<file path="config.mk">
export PLATFORM = sky130hd
export DESIGN_NAME = uart_tx_prescaled
export DESIGN_NICKNAME = d
export VERILOG_FILES = /design/src/rtl/uart_tx_prescaled.sv
export SDC_FILE = /design/constraint.sdc
export NUM_CORES = 1
export LEC_CHECK = 0
export ABC_AREA = 1
export ABC_CLOCK_PERIOD_IN_PS = 2900
export CAP_MARGIN = 20
export CORE_MARGIN = 8
export CORE_UTILIZATION = 59
export DETAILED_ROUTE_END_ITERATION = 10
export GPL_TIMING_DRIVEN = 1
export HOLD_SLACK_MARGIN = 0.02
export PLACE_DENSITY = 0.84
export SLEW_MARGIN = 15
export SYNTH_ARGS = -nofsm -noshare
export SYNTH_HDL_FRONTEND = slang
export SYNTH_SLANG_ARGS = --single-unit
</file>
<file path="constraint.sdc">
create_clock -name CLK -period 2.9 [get_ports CLK]
set_clock_uncertainty 0.05 [all_clocks]
set_input_delay 0.58 -clock CLK [delete_from_list [all_inputs] [get_ports CLK]]
set_output_delay 0.58 -clock CLK [all_outputs]
set_load 0.01 [all_outputs]
</file>
<file path="src/rtl/uart_tx_prescaled.sv">
// UART transmitter sharing the receiver's oversampled clock and PRESCALE setting.
// Sends one latched word per DATA_VALID handshake: start, data LSB first, optional parity, stop.
//
// state    | meaning
// S_IDLE   | line high, waiting for DATA_VALID
// S_START  | start bit (low) for P cycles
// S_DATA   | data bit bit_cnt for P cycles, LSB first
// S_PARITY | parity bit for P cycles (only when parity enabled)
// S_STOP   | stop bit (high) for P cycles, FRAME_DONE on its last cycle
module uart_tx_prescaled #(
    parameter int DATA_WIDTH = 8
) (
    input  logic                  CLK,
    input  logic                  RST,
    input  logic [DATA_WIDTH-1:0] P_DATA,
    input  logic                  DATA_VALID,
    input  logic                  PAR_EN,
    input  logic                  PAR_TYP,
    input  logic [5:0]            PRESCALE,
    output logic                  TX_OUT,
    output logic                  BUSY,
    output logic                  FRAME_DONE
);

    localparam int BIT_CNT_W = (DATA_WIDTH > 1) ? $clog2(DATA_WIDTH) : 1;
    localparam logic [BIT_CNT_W-1:0] LAST_BIT = BIT_CNT_W'(DATA_WIDTH - 1);

    typedef enum logic [2:0] {
        S_IDLE,
        S_START,
        S_DATA,
        S_PARITY,
        S_STOP
    } state_t;

    state_t                 state;
    logic [DATA_WIDTH-1:0]  data_q;
    logic                   par_en_q;
    logic                   par_typ_q;
    logic [5:0]             period_q;
    logic [5:0]             presc_cnt;
    logic [BIT_CNT_W-1:0]   bit_cnt;

    logic                   bit_end;
    logic                   stop_penult;
    logic                   parity_bit;
    logic [BIT_CNT_W-1:0]   bit_nxt;

    assign bit_end     = (presc_cnt == (period_q - 6'd1));
    assign stop_penult = (presc_cnt == (period_q - 6'd2));
    assign parity_bit  = par_typ_q ? ~(^data_q) : (^data_q);
    assign bit_nxt     = bit_cnt + BIT_CNT_W'(1);

    always_ff @(posedge CLK) begin
        if (!RST) begin
            state      <= S_IDLE;
            TX_OUT     <= 1'b1;
            BUSY       <= 1'b0;
            FRAME_DONE <= 1'b0;
            data_q     <= '0;
            par_en_q   <= 1'b0;
            par_typ_q  <= 1'b0;
            period_q   <= 6'd4;
            presc_cnt  <= '0;
            bit_cnt    <= '0;
        end else begin
            FRAME_DONE <= 1'b0;
            case (state)
                S_IDLE: begin
                    TX_OUT <= 1'b1;
                    BUSY   <= 1'b0;
                    if (DATA_VALID) begin
                        data_q    <= P_DATA;
                        par_en_q  <= PAR_EN;
                        par_typ_q <= PAR_TYP;
                        // Periods below 4 are clamped so the STOP-bit pulse timing stays valid.
                        period_q  <= (PRESCALE < 6'd4) ? 6'd4 : PRESCALE;
                        presc_cnt <= '0;
                        bit_cnt   <= '0;
                        TX_OUT    <= 1'b0;
                        BUSY      <= 1'b1;
                        state     <= S_START;
                    end
                end

                S_START: begin
                    if (bit_end) begin
                        presc_cnt <= '0;
                        TX_OUT    <= data_q[0];
                        state     <= S_DATA;
                    end else begin
                        presc_cnt <= presc_cnt + 6'd1;
                    end
                end

                S_DATA: begin
                    if (bit_end) begin
                        presc_cnt <= '0;
                        if (bit_cnt == LAST_BIT) begin
                            if (par_en_q) begin
                                TX_OUT <= parity_bit;
                                state  <= S_PARITY;
                            end else begin
                                TX_OUT <= 1'b1;
                                state  <= S_STOP;
                            end
                        end else begin
                            bit_cnt <= bit_nxt;
                            TX_OUT  <= data_q[bit_nxt];
                        end
                    end else begin
                        presc_cnt <= presc_cnt + 6'd1;
                    end
                end

                S_PARITY: begin
                    if (bit_end) begin
                        presc_cnt <= '0;
                        TX_OUT    <= 1'b1;
                        state     <= S_STOP;
                    end else begin
                        presc_cnt <= presc_cnt + 6'd1;
                    end
                end

                S_STOP: begin
                    if (bit_end) begin
                        presc_cnt <= '0;
                        TX_OUT    <= 1'b1;
                        BUSY      <= 1'b0;
                        state     <= S_IDLE;
                    end else begin
                        presc_cnt <= presc_cnt + 6'd1;
                        // Registered one cycle early so the pulse lands on the final stop cycle.
                        if (stop_penult) begin
                            FRAME_DONE <= 1'b1;
                        end
                    end
                end

                default: begin
                    TX_OUT    <= 1'b1;
                    BUSY      <= 1'b0;
                    presc_cnt <= '0;
                    bit_cnt   <= '0;
                    state     <= S_IDLE;
                end
            endcase
        end
    end

endmodule

</file>
---- Yosys cells after proc, flatten, opt, wreduce, memory -nomap -nowiden ----
Cells that the tools add are included.
word-level totals
  flip-flop bits (word level) ............. 31
  input port bits ......................... 19
  output and inout port bits .............. 3
  word-level logic and storage cells ...... 78
cells by class
  add/subtract/negate cells ............... 4
  magnitude comparators ................... 2
  equal/unequal tests ..................... 15
  muxes and demuxes ....................... 30
  bitwise logic cells ..................... 5
  reductions and logical operators ........ 12
operators with widths
  operator                                             number
  two-way mux 3 bit                                    10
  two-way mux 6 bit                                    3
  case mux 3 bit (5 select lines)                      1
  != test 2 bit (second input constant)                7
  == test 6 bit                                        2
  case mux 6 bit (2 select lines)                      1
  two-way mux 1 bit                                    11
  case mux 3 bit (3 select lines)                      1
  OR reduction 3 bit                                   3
  XOR reduction 8 bit                                  1
  adder 6 x 1 -> 6 bit (second input constant)         1
  == test 3 x 2 -> 1 bit (second input constant)       2
  == test 3 bit (second input constant)                2
  < comparator 6 x 3 -> 1 bit (second input constant)  1
  AND reduction 6 bit                                  1
  subtractor 6 x 1 -> 6 bit (second input constant)    1
  subtractor 6 x 2 -> 6 bit (second input constant)    1
  inverter 1 bit                                       5
  < comparator 3 x 4 -> 1 bit (second input constant)  1
  case mux 1 bit (4 select lines)                      1
  AND reduction 2 bit                                  2
  AND reduction 4 bit                                  1
  OR reduction 4 bit                                   1
  adder 3 x 1 -> 3 bit (second input constant)         1
  7 further kinds                                      7

---- Longest topological paths before layout ----
  depth after elaboration ................. 7
  depth in mapped cells ................... 15
  gate-level depth less buffers ........... 15

---- Least setup slack after synthesis ----
Ideal clock, no wire load.
  path type ............................... register to register
  from .................................... reg period_q[1]
  to ...................................... reg bit_cnt[1]
  setup time .............................. 0.116 ns
  data arrival time ....................... 1.451 ns
  data required time ...................... 2.734 ns
  setup slack ............................. 1.283 ns
  cell stages (with the launch flop) ...... 14
  path buffers ............................ 0
  clock period less this slack ............ 1.617 ns
  path through ............................ dfxtp_1 > inv_1 > ha_1 > inv_1 > nand2_1 > nand2_1 > nor2_1 > nand3_1 > nor2_1 > nand2_2 > nand2_2 > nand2_2 > o21ai_0 > nor2_1
on the way
  longest elaborated chain between the ends .. 4
RTL lines
  what                                  line  RTL
  from (decl)                           40    logic [5:0] period_q;
  from (signal assigned)                77    period_q <= (PRESCALE < 6'd4) ? 6'd4 : PRESCALE;
  subtractor 6 x 1 -> 6 bit             49    assign bit_end = (presc_cnt == (period_q - 6'd1));
  == test 6 bit                         49
  != test 2 bit (no source line)        n/a
  AND reduction 4 bit (no source line)  n/a
  to (signal assigned)                  108   bit_cnt <= bit_nxt;
  to (decl)                             42    logic [BIT_CNT_W-1:0] bit_cnt;
Every way passes these cells.
A chain may end at the register's enable or synchronous reset.

---- Final worst setup path ----
  from .................................... reg period_q[0]
  to ...................................... reg presc_cnt[4]
on the way
  longest elaborated chain between the ends .. 4
RTL lines
  what                             line  RTL
  subtractor 6 x 1 -> 6 bit        49
  == test 6 bit                    49
  two-way mux 6 bit                n/a
  case mux 6 bit (2 select lines)  68    case (state)
  to (signal assigned)             92    presc_cnt <= presc_cnt + 6'd1;
  to (signal assigned)             122   presc_cnt <= presc_cnt + 6'd1;
  to (signal assigned)             133   presc_cnt <= presc_cnt + 6'd1;
  to (decl)                        41    logic [5:0] presc_cnt;
Every way passes these cells.

==> impl_metrics.yaml <==
final_layout:
  drive_gt1_frac: 0.0623
  syn_to_final_growth_pct: 16.7
  fin_util: 0.714
  num_antenna_cells: 0
  final_nets: 329
drt:
  routed-via-count: 1740
  drt-total-wl_um: 3900
  drt_iter0_markers: 132
  drc: 0
  detail_route.wl_per_cell_um: 11.5
  via_per_inst: 5.15
  drt-pass1-iter-count: 4
  postRouteAntennaNets: 0
clocking:
  hold_buffers: 0
  clkTransAtPathRegs_ns: 0.09
  cts_resized: 0
  clock_latency_ns: 0.33
  htree_levels: 2
  clock_path_buffers: 2
  cts_tree: "yes"
  cts_setup_buffers: 0
  cts.sinks: 31
  numCtsBuffers: 5
  clockRootBuffer: "clkbuf_4"
yosys:
  synth.cell_area_um2: 1840
  async_flop_share: 0
  synthFlopType: "dfxtp_1"
  syn_area_per_cell_um2: 6.59
  ys_ff_latch: 31
  ys.warnings.count: 0
  synth_cells: 279
  syn_nets: 304
  synth_cell_types: 28
  synth-edff-count: 0
  yosysSeqAreaShare: 0.338
timing:
  period_minus_slack_ns: 1.89
  finalSetupViolations: 0
  rsz0062_at_grt: "false"
  fmax_ghz: 0.530
  fin_setup_tns_ns: 0
  hold_viol_final: 0
  tightest_slew_ns: 0.388
  post-route-period-util: 0.651
  max-slew-margin-rel: 0.741
  maxSlewViolCount: 0
floorplan:
  core-area_um2: 3000
  die_x_um: 71.8
  placementRows: 20
  start_util: 0.612
  die-area_um2: 5160
  io_pins: 22
  die_h_um: 71.8
critical_path:
  worstPathCellList: "inv_1, ha_1, inv_1, nand2_1, nand2_1, nor2_1, nand3_1, nor2_1, nand2_2, nand2_4, nand2_1, nand2_2, nor2_1"
  crit_path_max_incr_delay_ns: 0.37
  end_kind: "flop"
  crit_type: "flop to flop"
  worstPathRequired_ns: 3.07
  cp_data_arrival_time_ns: 2.06
  critPathLaunchType: "flop"
  cpMaxStageDelayCell: "dfxtp_1"
  critPathMaxFanout: 6
grt:
  grt.overflow.total: 0
  grt_max_degree: 27
  grt_pass1_wl_um: 6910
  grt_pass1_vias: 1698
  grt_usage: 0.167
  antenna_found_initial: 0
power:
  power.leakage_uw: 0.000962
  ir_drop_uv: 501
  power_density_nw_per_um2: 907
run:
  cap_violations: 0
placement:
  numPortBuffers: 21
  hpwlAfterDp_um: 3020
  place_congestion: 0.888
outcome:
  status: "finished clean"
min_path:
  hold_path.class: "flop to flop"
flip-flops by register name, summed over array words and instances (netlist names):
| name | flops |
|---|---|
| data_q | 8 |
| period_q | 6 |
| presc_cnt | 6 |
| bit_cnt | 3 |
| state | 3 |
| BUSY | 1 |
| FRAME_DONE | 1 |
| TX_OUT | 1 |
| par_en_q | 1 |
| par_typ_q | 1 |
stage by stage:
step	power [µW]	hold WS [ns]	worst slack [ns]	cell area, µm²	cells
after floorplan	1440	0.394	1.28	1840	279
after global placement	1630	0.397	0.825	2080	330
after detailed placement	1660	0.407	0.800	2080	330
after CTS	1950	0.421	1.02	2140	338
after global routing	2150	0.454	0.822	2140	338
final	1950	0.416	1.01	2140	338
worst max-delay path, delay by kind of cell (launching register included):
| family | cells | cell delay, ns |
|---|---|---|
| flip-flops | 1 | 0.37 |
| buffers and inverters | 2 | 0.13 |
| AND/OR/NAND/NOR | 10 | 0.94 |
| adder cells (fa/ha/maj) | 1 | 0.29 |
final timing paths:
kind / endpoint / slack (ns) / start / depth (start not counted)
worst max register to register: presc_cnt[4] / 1.01 / period_q[0] / 13
worst min-delay path: BUSY / 0.42 / BUSY / 2
worst min register to register: BUSY / 0.42 / BUSY / 2
worst max-delay path: presc_cnt[4] / 1.01 / period_q[0] / 13
routing by layer:
| layer | GRT usage | wire, µm | up-vias | part of all wire |
|---|---|---|---|---|
| li1 | - | - | 935 | - |
| met1 | 0.187 | 1730 | 757 | 0.44 |
| met2 | 0.281 | 1900 | 38 | 0.49 |
| met3 | 0.0404 | 183 | 10 | 0.047 |
| met4 | 0.0930 | 82 | 0 | 0.021 |
| met5 | 0 | 0 | - | 0 |
kinds of logic (layout without fill, tap and decap cells):
group                    Yosys count  after routing  share of synthesized area
AND/OR/NAND/NOR                  130            130                      0.308
AO/OA/AOI/OAI                     52             52                      0.146
buffers and inverters             45             71                     0.0953
flip-flops                        31             31                      0.338
XOR/XNOR                          15             15                     0.0715
adder cells (fa/ha/maj)            6              6                     0.0408
synthesized netlist by cell type, drive strengths merged (2+ instances only):
library cell / n / area, µm²
a211oi: 2 / 15.0
a21oi: 23 / 115
buf: 3 / 13.8
dfxtp: 31 / 621
ha: 6 / 75.1
inv: 40 / 150
nand2: 71 / 287
nand3: 9 / 57.6
nand3b: 2 / 15.0
nand4: 3 / 18.8
nor2: 39 / 156
nor3: 4 / 20.0
nor4: 2 / 12.5
o21ai: 25 / 125
xnor2: 6 / 52.6
xor2: 9 / 78.8
layout make-up:
class	count	area, µm²
Timing Repair Buffer	22	218
Multi-Input combinational cell	203	1040
Sequential cell	31	621
Clock buffer	8	68.8
Fill cell	242	858
Inverter	41	154
Tap cell	33	41.3
cell usage in the layout, fill, tap and decap left out, types with 3 or more instances in the layout:
master / n
nor2_1: 37
nand2_1: 65
nand3_1: 8
a21oi_1: 23
ha_1: 6
o21ai_0: 24
nand4_1: 3
inv_1: 38
clkbuf_4: 5
xnor2_1: 6
xor2_1: 9
dfxtp_1: 31
nor3_1: 4
nand2_2: 5
clkdlybuf4s50_1: 21
power by group:
part	internal, µW	switching (µW)
Clock	143	144
Combinational	394	606
Sequential	550	110
No activity file was read; power rests on OpenSTA's default activity.
